File: src/rtl/contador_pkg.sv
// Shared frame constants for blocks that instantiate the I2C bit-position
// counter (contador_rst).
package contador_pkg;

  // 8 data bits plus the ACK slot.
  localparam int I2C_FRAME_LEN = 9;
  localparam int CNT_W         = 4;

endpackage : contador_pkg

File: src/rtl/contador_rst.sv
// Enabled modulo-N up-counter with asynchronous active-low reset (I2C bit position).
// Optional registered terminal-count output Tc when CONTADOR_RST_TC_EN is defined.
module contador_rst
  import contador_pkg::*;
#(
  parameter int N     = I2C_FRAME_LEN,
  parameter int WIDTH = CNT_W
) (
  input  logic             Clk,
  input  logic             Rst,
  input  logic             En,
  output logic [WIDTH-1:0] Out
`ifdef CONTADOR_RST_TC_EN
  ,
  output logic             Tc
`endif
);

  if (N < 2 || N >= (1 << WIDTH)) begin : g_bad_param
    $fatal(1, "contador_rst: N=%0d out of range 2..%0d for WIDTH=%0d",
           N, (1 << WIDTH) - 1, WIDTH);
  end

  localparam logic [WIDTH-1:0] LAST = WIDTH'(N);
  localparam logic [WIDTH-1:0] ONE  = WIDTH'(1);

  logic [WIDTH-1:0] cnt_next;

  // Values above N can only come from a glitch; they recover to 1 like a wrap.
  always_comb begin
    cnt_next = Out;
    if (En) begin
      cnt_next = (Out >= LAST) ? ONE : Out + ONE;
    end
  end

  // NOTE: state registers use non-blocking assignments so every flop samples
  // pre-edge values; blocking here would create ordering-dependent races.
  always_ff @(posedge Clk or negedge Rst) begin
    if (!Rst) begin
      Out <= '0;
    end else begin
      Out <= cnt_next;
    end
  end

`ifdef CONTADOR_RST_TC_EN
  // Registered from the next count so Tc changes on the same edge as Out.
  always_ff @(posedge Clk or negedge Rst) begin
    if (!Rst) begin
      Tc <= 1'b0;
    end else begin
      Tc <= (cnt_next == LAST);
    end
  end
`endif

endmodule : contador_rst

File: config.mk
export PLATFORM = sky130hd
export DESIGN_NAME = contador_rst
export DESIGN_NICKNAME = d
export VERILOG_FILES = /design/src/rtl/contador_pkg.sv /design/src/rtl/contador_rst.sv
export SDC_FILE = /design/constraint.sdc
export NUM_CORES = 1
export LEC_CHECK = 0
export ABC_AREA = 1
export CAP_MARGIN = 20
export CORE_AREA = 4 4 41 43
export CTS_BUF_LIST = sky130_fd_sc_hd__clkbuf_4
export DETAILED_ROUTE_END_ITERATION = 10
export DIE_AREA = 0 0 45 47
export HOLD_SLACK_MARGIN = 0.12
export SLEW_MARGIN = 40
export SYNTH_ARGS = -nofsm -noshare
export SYNTH_HDL_FRONTEND = slang
export SYNTH_SLANG_ARGS = --single-unit
File: constraint.sdc
create_clock -name Clk -period 1.18 [get_ports Clk]
set_clock_uncertainty 0.05 [all_clocks]
set_input_delay 0.354 -clock Clk [delete_from_list [all_inputs] [get_ports Clk]]
set_output_delay 0.354 -clock Clk [all_outputs]
set_load 0.03 [all_outputs]
==> metrics.cfg, run 1 <==
[setup_path]
critPathMaxFanout = 4
crit_type = flip-flop to output pin
ff2ff_setup_slack_ns = 0.05
critPathBufInv = 1
reg2regPathDepth = 6
cpMaxStageDelayCell = dfrtp_2
r2r-end = Out[2]
reg2reg_from = Out[0]
crit_family = flip-flops
start_kind = flip-flop
cp.required_ns = 0.78
critPathMaxStageDelay_ns = 0.43
arrival_ns = 0.82
crit_path_end_kind = output pin
crit_chain = buf_6

[logic_synthesis]
synthCells = 32
synthesis.nets = 38
synth.distinct_cells = 8
ys_ff_latch = 4
avgSynthCellArea_um2 = 7.625
synth_area_um2 = 244.0
yosysSeqAreaShare_pct = 41.03
yosysWarnings = 0

[die]
ioPinCount = 7
row_count = 13
core-area_um2 = 1301
die_x_um = 45
initial_core_util_pct = 18.75
die_y_um = 47
dieArea_um2 = 2115

[global_routing]
gr-total-overflow = 0
grt_pass1_wl_um = 959
grt_max_degree = 6
track_usage_pct = 6.820
grt_pass1_vias = 249
antenna_found_initial = 0

[timing]
tightest_slew_ns = 0.1936
layout_min_cycle_time_ns = 1.222
hold_violations = 0
whs_ns = 0.2662
max_freq_mhz = 818.0
finalSetupViolCount = 2
rsz0062_at_grt = yes
relSlewSlack_pct = 87.09
layout_setup_ws_ns = -0.04248
drv_slew = 0
fin_crit_sh_pct = 103.6

[power]
power.density_nw_per_um2 = 2833
power_mw = 1.209
switchingPower_mw = 0.5046
pwr-share-comb_pct = 59.2
seqPwrFrac_pct = 23.6
p_leak_nw = 0.2185
p_clk_share_pct = 17.3
switching_share_pct = 41.74
intPower_mw = 0.7043
ir_worst_vdd_v = 0.0008467

[hold_path]
hold_path_class = input pin to async pin

[drt]
drtIter0Drc = 1
via_per_inst = 3.919
via_count = 243
wl_per_cell_um = 9.177
wirelength_um = 569
drcViolationCount = 0
firstDrtPassIters = 2
ant_nets = 0

[placed_design]
io_buffer_count = 6
hpwl_um = 404
place_congestion = 0.7079

[final_layout]
fin_util_pct = 32.79
final_cell_mix = 11 x nand2_1, 6 x buf_6, 4 x nor2_1, 4 x clkbuf_4
largest_register_ff_count = 4
layout_commonest_cell = nand2_1
regMostFlops = Out
nNetsFinal = 54
reg.largest.list = Out x4
synthToLayoutAreaGrowth_pct = 74.87
insertedDiodeCount = 0
drive_gt1_share_pct = 40.43

[cts]
cts_tree = built
clock_latency_ns = 0.23
clock-root-buffer = clkbuf_4
cts_buffer_depth = 2
cts.reportedPaths.clkPinSlew_ns = 0.04
cts_buffers = 3
cts_sinks = 4
h-tree-depth = 1

[run_status]
status = finished with violations
violations = negative setup slack

[flow_run]
maxCapViolCount = 0

power groups by stage:
stage / registers [mW] / logic (mW) / clock network [mW]
5_1_grt: 0.293 / 0.784 / 0.228
3_5_place_dp: 0.302 / 0.481 / 0
2_1_floorplan: 0.405 / 0.198 / 0
4_1_cts: 0.275 / 0.649 / 0.220
6_report: 0.285 / 0.715 / 0.209
3_3_place_gp: 0.301 / 0.473 / 0
routing by layer:
metal | part of all wire [%] | vias up | track usage [%]
met4 | 0 | 0 | 7.018
met3 | 7.2 | 0 | 2.682
li1 | - | 127 | -
met5 | 0 | - | 0
met2 | 46 | 6 | 9.605
met1 | 47 | 110 | 7.586
worst max-delay path by stage:
stage | startpoint | end | slack [ns] | cells past startpoint
finish | Out[0] | Out[0] | -0.04 | 1
global route | Out[0] | Out[0] | -0.07 | 1
CTS | Out[0] | Out[0] | -0.05 | 1
detailed placement | En | Out[3] | -0.24 | 5
global placement | En | Out[3] | -0.23 | 6
floorplan | Out[1] | Out[0] | 0.008 | 6
synthesized netlist by cell type (all sizes together):
library cell	number	area, µm²
nand3	3	15.01
nand2	12	45.04
inv	4	15.01
dfrtp	4	100.1
nor2	4	15.01
o21bai	1	7.510
xnor2	1	8.760
ha	3	37.54
metrics by stage:
step | instance area (µm²) | setup TNS (ns) | cells | setup slack, ns
2_1_floorplan | 246.5 | 0 | 32 | 0.008488
5_1_grt | 426.7 | -0.1920 | 62 | -0.06973
3_5_place_dp | 322.8 | -0.7054 | 54 | -0.2373
3_3_place_gp | 322.8 | -0.7185 | 54 | -0.2326
4_1_cts | 396.6 | -0.09669 | 62 | -0.04687
6_report | 426.7 | -0.07661 | 62 | -0.04248
cells by family after synthesis:
kind of cell / share of synthesized area [%]
AND/OR/NAND/NOR: 30.76
flip-flops: 41.03
AO/OA/AOI/OAI: 3.078
buffers and inverters: 6.152
adder cells (fa/ha/maj): 15.39
XOR/XNOR: 3.590
repair_timing:
item,4_1_cts,5_1_grt
pin swaps,0,4
endpoints found under the setup margin,5,7
hold buffers,0,0
setup buffers,4,0
resized for setup,5,7
final cells by class:
| cell class | count | area, µm² |
|---|---|---|
| Inverter | 4 | 15.01 |
| Multi-Input combinational cell | 24 | 151.4 |
| Timing Repair Buffer | 11 | 108.9 |
| Fill cell | 150 | 874.6 |
| Tap cell | 15 | 18.77 |
| Sequential cell | 4 | 102.6 |
| Clock buffer | 4 | 30.03 |
Note: power is estimated with default switching activity, not from simulation.
==> inputs of run 2 (changes only) <==
- clock period: 1.18 -> 1.07 ns (I/O delays scaled with it)
==> run 2 against run 1 <==
  * The flow still finishes with violations (negative setup slack)
  * Cell count increased by 3.2%
  * Routed wire length increased by 19%
  * Clock power decreased by 11%
  * Total power increased by 24%
  * Die area unchanged
  * Setup slack got worse by 0.15 ns
  * Clock-buffer cell count decreased by 1
  * Flip-flop and latch count unchanged
  * Sequential power increased by 14%
==> metrics.cfg, run 2 (same netlist as run 1, synthesis figures left out) <==
[run_status]
status = finished with violations
violations = negative setup slack

[drt]
firstDrtPassIters = 1  ; -1
via_count = 258  ; +6.2%
wirelength_um = 679  ; +19%
ant_nets = 0  ; unchanged
via_per_inst = 4.031  ; +2.9%
drcViolationCount = 0  ; unchanged
drtIter0Drc = 0  ; -1
wl_per_cell_um = 10.61  ; +16%

[setup_path]
cp.required_ns = 0.70  ; -0.08 ns
arrival_ns = 0.89  ; +0.07 ns
r2r-end = Out[3]
reg2reg_from = Out[1]
ff2ff_setup_slack_ns = -0.15  ; -0.20 ns
reg2regPathDepth = 8  ; +2
crit_type = flip-flop to output pin
critPathMaxFanout = 2  ; -2
crit_path_end_kind = output pin
start_kind = flip-flop

[timing]
rsz0062_at_grt = yes
hold_violations = 0  ; unchanged
tightest_slew_ns = 0.2261  ; +0.03251 ns
max_freq_mhz = 790.4
layout_setup_ws_ns = -0.1952  ; -0.1527 ns
whs_ns = 0.2387  ; -0.02749 ns
relSlewSlack_pct = 84.90  ; -2.2 points
fin_crit_sh_pct = 118.2
finalSetupViolCount = 8  ; +6
layout_min_cycle_time_ns = 1.265
drv_slew = 0  ; unchanged

[global_routing]
gr-total-overflow = 0  ; unchanged
grt_max_degree = 6  ; unchanged
grt_pass1_wl_um = 966  ; +0.73%
track_usage_pct = 6.587  ; -0.23 points
grt_pass1_vias = 264  ; +6.0%
antenna_found_initial = 0  ; unchanged

[die]
initial_core_util_pct = 18.75  ; unchanged
dieArea_um2 = 2115  ; unchanged
die_y_um = 47  ; unchanged
die_x_um = 45  ; unchanged
row_count = 13  ; unchanged
core-area_um2 = 1301  ; unchanged
ioPinCount = 7  ; unchanged

[power]
ir_worst_vdd_v = 0.001045  ; +23%
power.density_nw_per_um2 = 3154  ; +11%
p_leak_nw = 0.2350  ; +7.5%
power_mw = 1.503  ; +24%

[cts]
cts_buffers = 3  ; unchanged
clock-root-buffer = clkbuf_4
cts.reportedPaths.clkPinSlew_ns = 0.04  ; about the same
clock_latency_ns = 0.23  ; about the same
cts_tree = built
cts_buffer_depth = 2  ; unchanged
h-tree-depth = 1  ; unchanged
cts_sinks = 4  ; unchanged

[final_layout]
fin_util_pct = 36.63  ; +3.8 points
stdcell_count = 64  ; +3.2%
largest_register_ff_count = 4  ; unchanged
nNetsFinal = 57  ; +5.6%
reg.largest.list = Out x4
synthToLayoutAreaGrowth_pct = 95.38
final_cell_mix = 10 x nand2_1, 7 x buf_6, 5 x buf_4
insertedDiodeCount = 0  ; unchanged
nFillCells = 146  ; -2.7%
regMostFlops = Out
drive_gt1_share_pct = 59.18  ; +19 points
layout_commonest_cell = nand2_1

[flow_run]
maxCapViolCount = 0  ; unchanged

[placed_design]
io_buffer_count = 6  ; unchanged
dp_cells = 56  ; +3.7%
place_congestion = 0.6947  ; -1.9%
hpwl_um = 388.6  ; -3.8%

[hold_path]
hold_path_class = input pin to async pin

-- run 2: cell count changes in the layout (fill, tap and decap cells not counted), sizes merged --
cell          before  now
buf                9   12
dlygate4sd2        1    0
dlymetal6s2s       0    1
clkbuf             4    3
-- run 2: per-stage QoR --
step / instance area [µm²] / TNS, ns / setup WS [ns]
6_report: 476.7 / -0.9512 / -0.1952
5_1_grt: 476.7 / -1.239 / -0.2088
4_1_cts: 432.9 / -0.9648 / -0.1900
3_5_place_dp: 352.8 / -1.125 / -0.3392
3_3_place_gp: 352.8 / -1.106 / -0.3423
2_1_floorplan: 261.5 / -0.3111 / -0.08646
-- run 2: layer usage --
layer	track usage, %	wire [µm]	vias up
li1	-	-	134
met1	8.525	305	118
met2	8.475	330	6
met3	1.533	43	0
met4	7.018	0	0
met5	0	0	-
-- run 2: worst max-delay path by stage --
stage / from / endpoint / slack [ns]
finish: Out[1] / Out[1] / -0.20
global route: Out[1] / Out[1] / -0.21
CTS: Out[1] / Out[1] / -0.19
floorplan: Out[1] / Out[0] / -0.09
global placement: En / Out[3] / -0.34
detailed placement: En / Out[3] / -0.34
-- run 2: what timing repair did --
action                                  4_1_cts  5_1_grt
gates cloned                                  0        0
pin swaps                                     1        5
gates resized for setup                       8       10
setup buffers                                 4        1
endpoints found under the setup margin        8        8
hold buffers                                  0        0
-- run 2: layout make-up --
| class | instances | area, µm² | area share [%] |
|---|---|---|---|
| Clock buffer | 3 | 22.52 | 4.724 |
| Inverter | 4 | 17.52 | 3.675 |
| Multi-Input combinational cell | 24 | 176.4 | 37.01 |
| Sequential cell | 4 | 102.6 | 21.52 |
| Tap cell | 15 | 18.77 | 3.937 |
| Timing Repair Buffer | 14 | 138.9 | 29.13 |
-- run 2: critical path: stages (launching register included) --
cell,delay [ns]
dfrtp_2,0.42
buf_6,0.12
buf_6,0.12
-- run 2: where the power goes --
group | switching, mW | internal [mW]
registers | 0.0961 | 0.230
logic | 0.488 | 0.504
clock network | 0.0599 | 0.125
total | 0.644 | 0.859
